[config.mk]
export PLATFORM = sky130hd
export DESIGN_NAME = updown_counter_mod
export DESIGN_NICKNAME = d
export VERILOG_FILES = /design/src/rtl/updown_counter_pkg.sv /design/src/rtl/ce_prescaler.sv /design/src/rtl/updown_counter_mod.sv
export SDC_FILE = /design/constraint.sdc
export NUM_CORES = 1
export LEC_CHECK = 0
export BUFFER_PORTS_ARGS = -buffer_cell sky130_fd_sc_hd__buf_2
export CORE_UTILIZATION = 35
export DETAILED_ROUTE_END_ITERATION = 8
export PLACE_DENSITY = 0.59
export SLEW_MARGIN = 0
export SYNTH_ARGS = -nofsm -noshare
export SYNTH_HDL_FRONTEND = slang
export SYNTH_HIERARCHICAL = 1
export SYNTH_SLANG_ARGS = --single-unit
[constraint.sdc]
create_clock -name clk -period 12.55 [get_ports clk]
set_clock_uncertainty 0.05 [all_clocks]
set_input_delay 2.51 -clock clk [delete_from_list [all_inputs] [get_ports clk]]
set_output_delay 2.51 -clock clk [all_outputs]
set_load 0.03 [all_outputs]
[src/rtl/updown_counter_pkg.sv]
// rtl/updown_counter_pkg.sv - shared types and event codes for the up/down counter
package updown_counter_pkg;

    typedef enum logic {
        DIR_DOWN = 1'b0,
        DIR_UP   = 1'b1
    } dir_e;

    typedef enum logic {
        MODE_WRAP = 1'b0,
        MODE_SAT  = 1'b1
    } mode_e;

    localparam logic [1:0] EV_NONE = 2'd0;
    localparam logic [1:0] EV_OVF  = 2'd1;
    localparam logic [1:0] EV_UNF  = 2'd2;

endpackage

[src/rtl/ce_prescaler.sv]
// rtl/ce_prescaler.sv - divides qualified ce cycles into one tick every PRESCALE hits
module ce_prescaler #(
    parameter int PRESCALE = 1
) (
    input  logic clk,
    input  logic rst_n,
    input  logic ce,
    input  logic clr,
    output logic tick
);

    localparam int PW = (PRESCALE > 1) ? $clog2(PRESCALE) : 1;
    localparam logic [PW-1:0] LAST = PW'(PRESCALE - 1);

    logic [PW-1:0] r_cnt;
    logic          w_last;

    assign w_last = (r_cnt == LAST);
    assign tick   = ce && !clr && w_last;

    always_ff @(posedge clk or negedge rst_n) begin
        if (!rst_n) begin
            r_cnt <= '0;
        end else if (clr) begin
            r_cnt <= '0;
        end else if (ce) begin
            r_cnt <= w_last ? '0 : r_cnt + PW'(1);
        end
    end

endmodule

[src/rtl/updown_counter_mod.sv]
// rtl/updown_counter_mod.sv - up/down counter with runtime limit, step, wrap/saturate and sticky flags
module updown_counter_mod
    import updown_counter_pkg::*;
#(
    parameter int WIDTH    = 16,
    parameter int STEP_W   = 4,
    parameter int PRESCALE = 1
) (
    input  logic              clk,
    input  logic              rst_n,
    input  logic              load_n,
    input  logic [WIDTH-1:0]  data_load,
    input  logic              up_down,
    input  logic              ce,
    input  logic [STEP_W-1:0] step,
    input  logic [WIDTH-1:0]  limit,
    input  logic              sat_mode,
    input  logic              clr_flags,
    output logic [WIDTH-1:0]  count_out,
    output logic              max_count,
    output logic              zero_flag,
    output logic              ovf_pulse,
    output logic              unf_pulse,
    output logic              ovf_sticky,
    output logic              unf_sticky
);

    localparam logic [WIDTH:0] ONE_X = {{WIDTH{1'b0}}, 1'b1};

    logic [WIDTH-1:0] r_count;
    logic             r_ovf_pulse;
    logic             r_unf_pulse;
    logic             r_ovf_sticky;
    logic             r_unf_sticky;

    logic             w_load;
    logic             w_clamp;
    logic             w_ce_q;
    logic             w_tick;
    logic [WIDTH:0]   w_lim_x;
    logic [WIDTH:0]   w_cnt_x;
    logic [WIDTH:0]   w_step_x;
    logic [WIDTH:0]   w_s;
    logic [WIDTH:0]   w_sum;
    logic [WIDTH-1:0] w_next;
    logic [1:0]       w_event;
    dir_e             w_dir;
    mode_e            w_mode;

    assign w_load  = !load_n;
    assign w_clamp = load_n && (r_count > limit);
    // Load and clamp cycles must not advance the prescaler
    assign w_ce_q  = ce && load_n && !w_clamp;
    assign w_dir   = dir_e'(up_down);
    assign w_mode  = mode_e'(sat_mode);

    ce_prescaler #(
        .PRESCALE (PRESCALE)
    ) u_prescaler (
        .clk   (clk),
        .rst_n (rst_n),
        .ce    (w_ce_q),
        .clr   (w_load),
        .tick  (w_tick)
    );

    always_comb begin
        w_lim_x  = {1'b0, limit};
        w_cnt_x  = {1'b0, r_count};
        w_step_x = (WIDTH+1)'(step);
        w_s      = (w_step_x > w_lim_x) ? w_lim_x : w_step_x;
        w_sum    = w_cnt_x + w_s;
        w_next   = r_count;
        w_event  = EV_NONE;
        if (w_tick && (w_s != '0)) begin
            if (w_dir == DIR_UP) begin
                if (w_sum <= w_lim_x) begin
                    w_next = WIDTH'(w_sum);
                end else begin
                    w_event = EV_OVF;
                    w_next  = (w_mode == MODE_SAT) ? limit
                                                   : WIDTH'(w_sum - w_lim_x - ONE_X);
                end
            end else begin
                if (w_cnt_x >= w_s) begin
                    w_next = WIDTH'(w_cnt_x - w_s);
                end else begin
                    w_event = EV_UNF;
                    w_next  = (w_mode == MODE_SAT) ? '0
                                                   : WIDTH'(w_cnt_x + w_lim_x + ONE_X - w_s);
                end
            end
        end
    end

    always_ff @(posedge clk or negedge rst_n) begin
        if (!rst_n) begin
            r_count      <= '0;
            r_ovf_pulse  <= 1'b0;
            r_unf_pulse  <= 1'b0;
            r_ovf_sticky <= 1'b0;
            r_unf_sticky <= 1'b0;
        end else begin
            if (w_load) begin
                r_count <= (data_load > limit) ? limit : data_load;
            end else if (w_clamp) begin
                r_count <= limit;
            end else begin
                r_count <= w_next;
            end
            r_ovf_pulse <= (w_event == EV_OVF);
            r_unf_pulse <= (w_event == EV_UNF);
            // A same-cycle event overrides the clear
            if (w_event == EV_OVF) begin
                r_ovf_sticky <= 1'b1;
            end else if (clr_flags) begin
                r_ovf_sticky <= 1'b0;
            end
            if (w_event == EV_UNF) begin
                r_unf_sticky <= 1'b1;
            end else if (clr_flags) begin
                r_unf_sticky <= 1'b0;
            end
        end
    end

    assign count_out  = r_count;
    assign max_count  = (r_count == limit);
    assign zero_flag  = (r_count == '0);
    assign ovf_pulse  = r_ovf_pulse;
    assign unf_pulse  = r_unf_pulse;
    assign ovf_sticky = r_ovf_sticky;
    assign unf_sticky = r_unf_sticky;

endmodule

# Word-level counts from Yosys, hierarchy flattened
# Cells that the tools add are included.
# classes
n_addsub	8
eq_ne	5
bitwise	1
muxes	20
n_reduce_logical	11
order_cmp	5
# op_table
operator	count
$mux 16	10
$sub 16x16->16	3
$gt 16x16->1	2
$add 16x16->17	1
$le 17x16->1	1
$reduce_bool 17->1	1
$add 16x1->16 const B	1
$add 16x16->16	1
$eq 16x16->1	1
$ge 16x16->1	1
$gt 4x16->1	1
$logic_not 16->1	1
$sub 16x1->16 const B	1
$mux 1	7
$logic_and 1x1->1	6
$mux 2	3
$reduce_bool 2->1	2
$ne 3x1->1 const B	1
$eq 2x1->1 const B	1
$eq 2x2->1 const B	1
$ne 2x1->1 const B	1
$add 1x1->1 const B	1
$logic_not 1->1	1
$not 1->1	1
# totals
register_bits	21

# Longest topological paths before layout
# Gate-level depths: netlist of run 1.
# logic_depth
depth_word	11
ltp_mapped	27
depth_no_buf	26

# By module
# Netlist of run 1, hierarchy kept.
# modules_own_cells
module	area_each_um2	n_inst	seq_area_each_um2	cells_each
updown_counter_mod	5881.9	1	500.5	774
ce_prescaler	13.8	1	0.0	1

# Least setup slack after synthesis of run 1
# No wires, ideal clock.
# synth_timing
path_kind	in2reg
startpoint	input limit[1]
endpoint	register r_count[6], in the netlist count_out[6]
slack_ps	4532
stages	25
setup_time_ps	140
arrival_time_ps	7828
path_cell_list	inv_1 > ha_1 > nor2b_1 > o211ai_1 > a21oi_1 > mux2_2 > ha_1 > clkbuf_1 > o21ai_0 > o21ai_0 > nand3_1 > o31ai_1 > a211oi_1 > xnor2_1 > ha_1 > a21o_1 > a211oi_2 > nand2_1 > or3_1 > a221o_1 > a21oi_4 > buf_6 > mux2_2 > o21ai_0 > a31oi_1
# synth_via
elab_chain_cells	11
word_cells_on_any_way	30
# synth_rtl
item	line_no	rtl
start: declaration	updown_counter_mod.sv:16	input logic [WIDTH-1:0] limit,
$gt 4x16->1	updown_counter_mod.sv:71	w_s = (w_step_x > w_lim_x) ? w_lim_x : w_step_x;
$mux 16	updown_counter_mod.sv:71	
$add 16x16->17	updown_counter_mod.sv:72	w_sum = w_cnt_x + w_s;
$sub 16x16->16	updown_counter_mod.sv:82	: WIDTH'(w_sum - w_lim_x - ONE_X);
$sub 16x1->16	updown_counter_mod.sv:82	
$mux 16	updown_counter_mod.sv:81	w_next = (w_mode == MODE_SAT) ? limit
$mux 16	updown_counter_mod.sv:77	if (w_sum <= w_lim_x) begin
$mux 16	updown_counter_mod.sv:76	if (w_dir == DIR_UP) begin
$mux 16	updown_counter_mod.sv:75	if (w_tick && (w_s != '0)) begin
$mux 16	updown_counter_mod.sv:106	end else if (w_clamp) begin
$mux 16	updown_counter_mod.sv:104	if (w_load) begin
end signal: assignment	updown_counter_mod.sv:105	r_count <= (data_load > limit) ? limit : data_load;
end signal: assignment	updown_counter_mod.sv:107	r_count <= limit;
end signal: assignment	updown_counter_mod.sv:109	r_count <= w_next;
end: declaration	updown_counter_mod.sv:30	logic [WIDTH-1:0] r_count;
# Parallel ways exist; a longest one is shown, timed or not. The select of a mux whose other input is x is not followed.
# A chain may end at the register's enable or synchronous reset.

# Worst setup path after layout of run 1
# layout_timing
startpoint	input limit[1]
endpoint	register r_count[12], in the netlist count_out[12]
# Same word-level chain as after synthesis.

==> key figures, run 1 <==
Outcome
  – Status: finished, final reports clean

Global routing
  – Gr usage total: 23.9%
  – Largest net degree at the start of global routing: 41
  – Number of global-route vias before repair: 5,793
  – First-pass GRT wire length: 32,500 um
  – GRT Residual Overflow: 0
  – Initial antenna violation count: 0

Route
  – Iteration-0 DRC Markers: 540
  – First-pass DRT Iterations: 6
  – Drt wl/cell: 19.7 um
  – Final WL: 20,900 um
  – Via density: 5.81
  – Vias: 6,158
  – DR DRC count: 0
  – Routed Antenna Nets: 0

Finish
  – Ratio of cells with drive above 1 in the final layout: 12.0%
  – Post-Layout Cell Count: 1,060
  – Most frequent cells in the layout: ha_1, inv_1, buf_2, a21oi_1, nor2_1
  – ANT cells: 0
  – Commonest non-fill, non-tap cell in the layout: ha_1
  – Area growth from synthesis to layout: 11.3%
  – FF+latch area: 500 um^2
  – Final nets: 1,006
  – Fillers: 1,734
  – Multi-input combinational cell area: 0.00511 mm^2

Worst setup path
  – Worst Setup End Kind: flop
  – CP cell instances: buf_2, inv_1, ha_1, nand4_1, nand4_1, a21oi_1, mux2_2, ha_1, o21ai_0, o21ai_0, nand3_1, o31ai_1, a211oi_1, o31ai_1, xnor2_1, ha_1, nand4_1, nor4_1, a211oi_1, a221o_1, a21oi_4, mux2_2, a211oi_1, o21ai_0
  – Critical setup path kind: input port to flop
  – Crit path arrival time: 9.67 ns
  – Reg2Reg Depth: 18
  – Worst path max stage delay: 0.64 ns
  – R2r setup slk: 6.63 ns
  – Worst-path maximum fanout: 25
  – Data required, critical path: 12.65 ns
  – Worst r2r dst: count_out[12]
  – Slowest cell on crit path: a21oi_4
  – CP Launch Type: input port
  – Crit Reg-Reg Startpoint: count_out[1]

Logic synthesis
  – Synthesized cell area: 0.00590 mm^2
  – Share of the synthesized area in the top cell type: 24.4%
  – Async set or reset register ratio after synthesis: 100%
  – Flops & latches, synth: 20
  – Seq/Total Area, Yosys: 8.49%
  – Post-synth EDFFs: 0
  – Post-synth top area cell: ha_1
  – Post-synth top flop: dfrtp_1
  – Largest cells by area after synthesis: ha_1, dfrtp_1, xnor2_1, a21oi_1, inv_1
  – Cells after Synth: 775
  – YS warnings: 6
  – Syn_area_per_cell: 7.61 um^2
  – Cell variety after synth: 65

Die
  – Initial Utilization: 35.7%
  – Die Wd: 132 um
  – Core area: 0.0165 mm^2
  – Die Height: 132 um
  – Die area: 0.0174 mm^2
  – Row Count: 47
  – I/O pin count: 65

STA
  – Final Setup Violations: 0
  – Fin. Hold Viols: 0
  – RSZ-0062 raised after global routing: no
  – Setup tns final: 0 ns
  – Max Fclk: 105 MHz
  – Min Tclk post-route: 9.57 ns
  – Slew HR: 35.5%
  – Slew Limit Fails: 0
  – Transition time of the tightest slew-check pin: 0.964 ns
  – Final Cycle Share: 76.2%

Place
  – Port buffer count: 64
  – Cells after DPL: 1,056
  – Routability cong.: 0.972
  – Detailed Place HPWL: 17,200 um

Clock network
  – Clk Latency, worst-skew pair: 0.26 ns
  – Cts bufs inserted: 3
  – TritonCTS clock tree: built
  – Clk sinks: 20
  – Cts hold-fix bufs: 0
  – Post-CTS resize count: 0
  – # Post-CTS Setup Buffers: 0
  – Longest Clk Path Bufs: 2
  – Root Driver: clkbuf_16
  – Clock slew at reported path FFs: 0.07 ns
  – H-tree levels: 1

Flow run
  – Max-cap viol count: 0

Power
  – Logic gate share of total power: 86.8%
  – VDD IR-drop max: 0.124 mV
  – Sw frac: 57.8%
  – Leakage: 3.07 nW
  – Power per Cell Area: 302 mW/mm^2
  – Clock power share: 4.0%
  – Seq pwr share: 9.3%
  – Internal: 0.000836 W
  – Psw: 0.00115 W

Hold path
  – Tightest Hold Check Type: flop to flop
  – Hold Path Depth: 2
  – Hold Path End: unf_sticky
  – Hold Path Origin: unf_sticky
## logic make-up (layout without fill, tap and decap cells)
| family | after synthesis | in the layout | share of synthesized area (%) |
|---|---|---|---|
| muxes | 16 | 16 | 2.87 |
| xor gates and xnor gates | 50 | 50 | 7.43 |
| AOI/OAI and AO/OA | 254 | 254 | 29.4 |
| adders and majority gates | 122 | 122 | 26.8 |
| DFF | 20 | 20 | 8.49 |
| buffers and inverters | 95 | 138 | 6.41 |
| other | 2 | 24 | 0.127 |
| and+or+nand+nor | 216 | 216 | 18.5 |
## worst max-delay path by stage
stage | startpoint | end | slack, ns | depth (start not counted)
6_report | limit[1] | count_out[12] | 2.98 | 24
5_1_grt | limit[1] | count_out[12] | 2.61 | 24
4_1_cts | limit[1] | count_out[12] | 3.16 | 24
3_5_place_dp | limit[1] | count_out[12] | 2.89 | 24
3_3_place_gp | limit[1] | count_out[12] | 2.96 | 24
2_1_floorplan | limit[1] | count_out[6] | 4.53 | 25
## through the flow
step	hold WS, ns	setup WS, ns	area, um^2	total power [W]	utilization [%]
after floorplan	0.615	4.53	5980	0.00146	-
after global placement	0.468	2.96	6470	0.00187	39.2
after detailed placement	0.471	2.89	6470	0.00186	39.2
after CTS	0.482	3.16	6560	0.00195	39.7
after global routing	0.514	2.61	6560	0.00216	39.7
final	0.480	2.98	6560	0.00198	39.7
## critical path, delay by kind of cell
family          cells  cell delay, ns
buf+inv             2            0.33
compound gates     11            3.42
xor+xnor            1            0.17
mux                 2            0.82
simple gates        5            1.17
fa+ha+maj           3            1.21
## area by class of cell
type	count	share of cell area, %
clock buffer	4	1.35
inverter	68	3.89
sequential	20	7.63
timing repair buffer	66	5.11
tap	220	4.20
multi-input combinational	682	77.8
## layer usage
layer | global-route usage, % | share of wire [%]
met1 | 31.9 | 45
met2 | 39.5 | 46
met3 | 2.85 | 5.8
met4 | 8.79 | 3.4
met5 | 0 | 0
## power groups by stage
stage / clock network (W) / logic [W] / registers [W]
3_3_place_gp: 0 / 0.00168 / 0.000186
5_1_grt: 0.0000819 / 0.00189 / 0.000187
3_5_place_dp: 0 / 0.00168 / 0.000185
2_1_floorplan: 0 / 0.00127 / 0.000194
4_1_cts: 0.0000786 / 0.00169 / 0.000183
6_report: 0.0000785 / 0.00172 / 0.000184
## Yosys cell counts (all sizes together), types with 5 or more instances
| cell | instances |
|---|---|
| ha | 115 |
| inv | 68 |
| a21oi | 60 |
| nor2 | 57 |
| o21ai | 43 |
| nand2 | 39 |
| xnor2 | 35 |
| a21o | 22 |
| nor3 | 21 |
| clkbuf | 20 |
| dfrtp | 20 |
| a211oi | 18 |
| a31oi | 18 |
| or2 | 15 |
| xor2 | 15 |
| nand4 | 14 |
| nor2b | 14 |
| nor4 | 14 |
| a221oi | 11 |
| nand3 | 11 |
| o31ai | 10 |
| mux2i | 9 |
| and3 | 8 |
| o211ai | 8 |
| o21bai | 8 |
| or3 | 8 |
| a211o | 7 |
| buf | 7 |
| fa | 7 |
| mux2 | 7 |
| nand2b | 6 |
| o21a | 6 |
| o22ai | 5 |
| o311ai | 5 |
## state kept, by name (all words and copies together) (netlist names)
register / count
unf_sticky: 1
unf_pulse: 1
ovf_pulse: 1
count_out: 16
ovf_sticky: 1
No activity file was read; power rests on OpenSTA's default activity.
==> run 2, diff against run 1 <==
--- a/config.mk
+++ b/config.mk
@@ -8,7 +8,7 @@
 export BUFFER_PORTS_ARGS = -buffer_cell sky130_fd_sc_hd__buf_2
 export CORE_UTILIZATION = 35
 export DETAILED_ROUTE_END_ITERATION = 8
-export PLACE_DENSITY = 0.59
+export PLACE_DENSITY = 0.61
 export SLEW_MARGIN = 0
 export SYNTH_ARGS = -nofsm -noshare
 export SYNTH_HDL_FRONTEND = slang
==> constraint.sdc (replaced) <==
create_clock -name clk -period 8.1 [get_ports clk]
set_clock_uncertainty 0.05 [all_clocks]
set_input_delay 1.62 -clock clk [delete_from_list [all_inputs] [get_ports clk]]
set_output_delay 1.62 -clock clk [all_outputs]
set_load 0.03 [all_outputs]
==> run 2 against run 1 <==
Against the previous run: hold slack gained 0.0023 ns; combinational power grew 58%; cell area grew 1.3%; sequential share of layout area shrank 0.10 points; critical endpoint is now count_out[6].
==> key figures, run 2 (synthesized netlist as in run 1, its figures left out) <==
STA
  – Max Fclk: 133 MHz
  – Transition time of the tightest slew-check pin: 0.938 ns (was 0.964 ns)
  – Final Setup Violations: 0 (unchanged)
  – Fin. Hold Viols: 0 (unchanged)
  – Final Cycle Share: 92.8%
  – RSZ-0062 raised after global routing: no (unchanged)
  – Slew Limit Fails: 0 (unchanged)
  – Min Tclk post-route: 7.52 ns
  – Slew HR: 36.9% (was 35.5%)
  – Setup tns final: 0 ns (unchanged)

Clock network
  – Clk sinks: 20 (unchanged)
  – Cts hold-fix bufs: 0 (unchanged)
  – Clock slew at reported path FFs: 0.06 ns (was 0.07 ns)
  – Longest Clk Path Bufs: 2 (unchanged)
  – Cts bufs inserted: 3 (unchanged)
  – Clk Latency, worst-skew pair: 0.26 ns (about the same)
  – Post-CTS resize count: 0 (unchanged)
  – H-tree levels: 1 (unchanged)
  – # Post-CTS Setup Buffers: 0 (unchanged)
  – Root Driver: clkbuf_16 (unchanged)
  – TritonCTS clock tree: built (unchanged)

Worst setup path
  – Worst Setup End Kind: flop (unchanged)
  – Crit Reg-Reg Startpoint: count_out[1] (unchanged)
  – Crit path arrival time: 7.59 ns (was 9.67 ns)
  – Critical setup path kind: input port to flop (unchanged)
  – R2r setup slk: 2.58 ns (was 6.63 ns)
  – Most frequent CP cell: ha_1
  – Reg2Reg Depth: 19 (was 18)
  – CP Launch Type: input port (unchanged)
  – Data required, critical path: 8.17 ns (was 12.65 ns)
  – Slowest cell on crit path: a2111oi_2 (was a21oi_4)
  – Worst r2r dst: count_out[6] (was count_out[12])
  – Worst path max stage delay: 0.51 ns (was 0.64 ns)
  – Worst-path maximum fanout: 18 (was 25)

Route
  – DR DRC count: 0 (unchanged)
  – First-pass DRT Iterations: 5 (was 6)
  – Iteration-0 DRC Markers: 546 (was 540)
  – Drt wl/cell: 18.8 um (was 19.7 um)
  – Vias: 6,107 (was 6,158)
  – Routed Antenna Nets: 0 (unchanged)
  – Final WL: 20,200 um (was 20,900 um)
  – Via density: 5.71 (was 5.81)

Die
  – Initial Utilization: 35.7% (unchanged)
  – Row Count: 47 (unchanged)
  – I/O pin count: 65 (unchanged)
  – Die Height: 132 um (unchanged)
  – Die area: 0.0174 mm^2 (unchanged)
  – Core area: 0.0165 mm^2 (unchanged)
  – Die Wd: 132 um (unchanged)

Global routing
  – First-pass GRT wire length: 31,800 um (was 32,500 um)
  – Initial antenna violation count: 0 (unchanged)
  – GRT Residual Overflow: 0 (unchanged)
  – Gr usage total: 23.3% (was 23.9%)
  – Number of global-route vias before repair: 5,800 (was 5,793)
  – Largest net degree at the start of global routing: 41 (unchanged)

Hold path
  – Tightest Hold Check Type: flop to flop (unchanged)
  – Hold Path Origin: ovf_sticky (was unf_sticky)
  – Hold Path End: ovf_sticky (was unf_sticky)
  – Hold Path Depth: 2 (unchanged)

Place
  – Routability cong.: 0.923 (was 0.972)
  – Detailed Place HPWL: 16,800 um (was 17,200 um)
  – Port buffer count: 64 (unchanged)
  – Cells after DPL: 1,066 (was 1,056)

Power
  – Overall Power: 0.00312 W (was 0.00198 W)
  – VDD IR-drop max: 0.213 mV (was 0.124 mV)
  – Power per Cell Area: 469 mW/mm^2 (was 302 mW/mm^2)
  – Leakage: 3.13 nW (was 3.07 nW)

Finish
  – ANT cells: 0 (unchanged)
  – Most frequent cells in the layout: ha_1, inv_1, buf_2, a21oi_1, nor2_1 (unchanged)
  – Area growth from synthesis to layout: 12.8% (was 11.3%)
  – Final nets: 1,016 (was 1,006)
  – Max reg flops: 16 (unchanged)
  – Ratio of cells with drive above 1 in the final layout: 13.1% (was 12.0%)
  – Commonest non-fill, non-tap cell in the layout: ha_1 (unchanged)
  – Post-Layout Cell Count: 1,070 (was 1,060)

Flow run
  – Max-cap viol count: 0 (unchanged)

Outcome
  – Status: finished, final reports clean (unchanged)
==> run 2: cell count changes in the layout (fill, tap and decap cells not counted) <==
cell,change
buf_12,+1
buf_4,+9
==> run 2: worst max-delay path by stage <==
stage | startpoint | cells after the start | endpoint | slack, ns
floorplan | limit[1] | 25 | count_out[6] | 0.97
global placement | limit[1] | 29 | count_out[6] | 0.44
detailed placement | limit[1] | 29 | count_out[6] | 0.33
CTS | limit[1] | 29 | count_out[6] | 0.58
global route | limit[1] | 29 | count_out[6] | 0.17
finish | limit[1] | 29 | count_out[6] | 0.58
==> run 2: layout make-up <==
type	instances	area [um^2]
flip-flops and latches	20	500
repair buffers	76	423
clock buffers	4	88.8
well taps	220	275
multi-input cells	682	5110
inverters	68	255
fillers	1728	9880
==> run 2: worst max-delay path: cells and delay by family <==
family / cells / cell delay, ns
multiplexers: 1 / 0.33
XOR/XNOR: 1 / 0.24
buffers and inverters: 5 / 0.68
adder cells (fa/ha/maj): 4 / 1.22
AO/OA/AOI/OAI: 12 / 2.42
AND/OR/NAND/NOR: 6 / 1.05
==> run 2: per-layer routing <==
metal | vias up | GRT usage, % | wire (um)
met5 | - | 0 | 0
met4 | 0 | 7.75 | 623
met3 | 41 | 4.42 | 1490
met2 | 238 | 37.9 | 9050
met1 | 2819 | 30.8 | 8990
li1 | 3009 | - | -
==> run 2: where the power goes <==
group	leakage [nW]	total [W]	internal (W)	switching, W
Sequential	0.243	0.000282	0.000141	0.000142
Combinational	2.84	0.00272	0.00114	0.00158
Clock	0.0442	0.000120	0.0000756	0.0000447
==> run 2: stage by stage <==
stage                     area [um^2]  worst slack, ns  util [%]  hold WS (ns)
final                            6650            0.580      40.2         0.482
after global routing             6650            0.169      40.2         0.499
after detailed placement         6560            0.331      39.7         0.472
after floorplan                  5980            0.972         -         0.615
after global placement           6560            0.439      39.7         0.466
after CTS                        6650            0.584      40.2         0.481
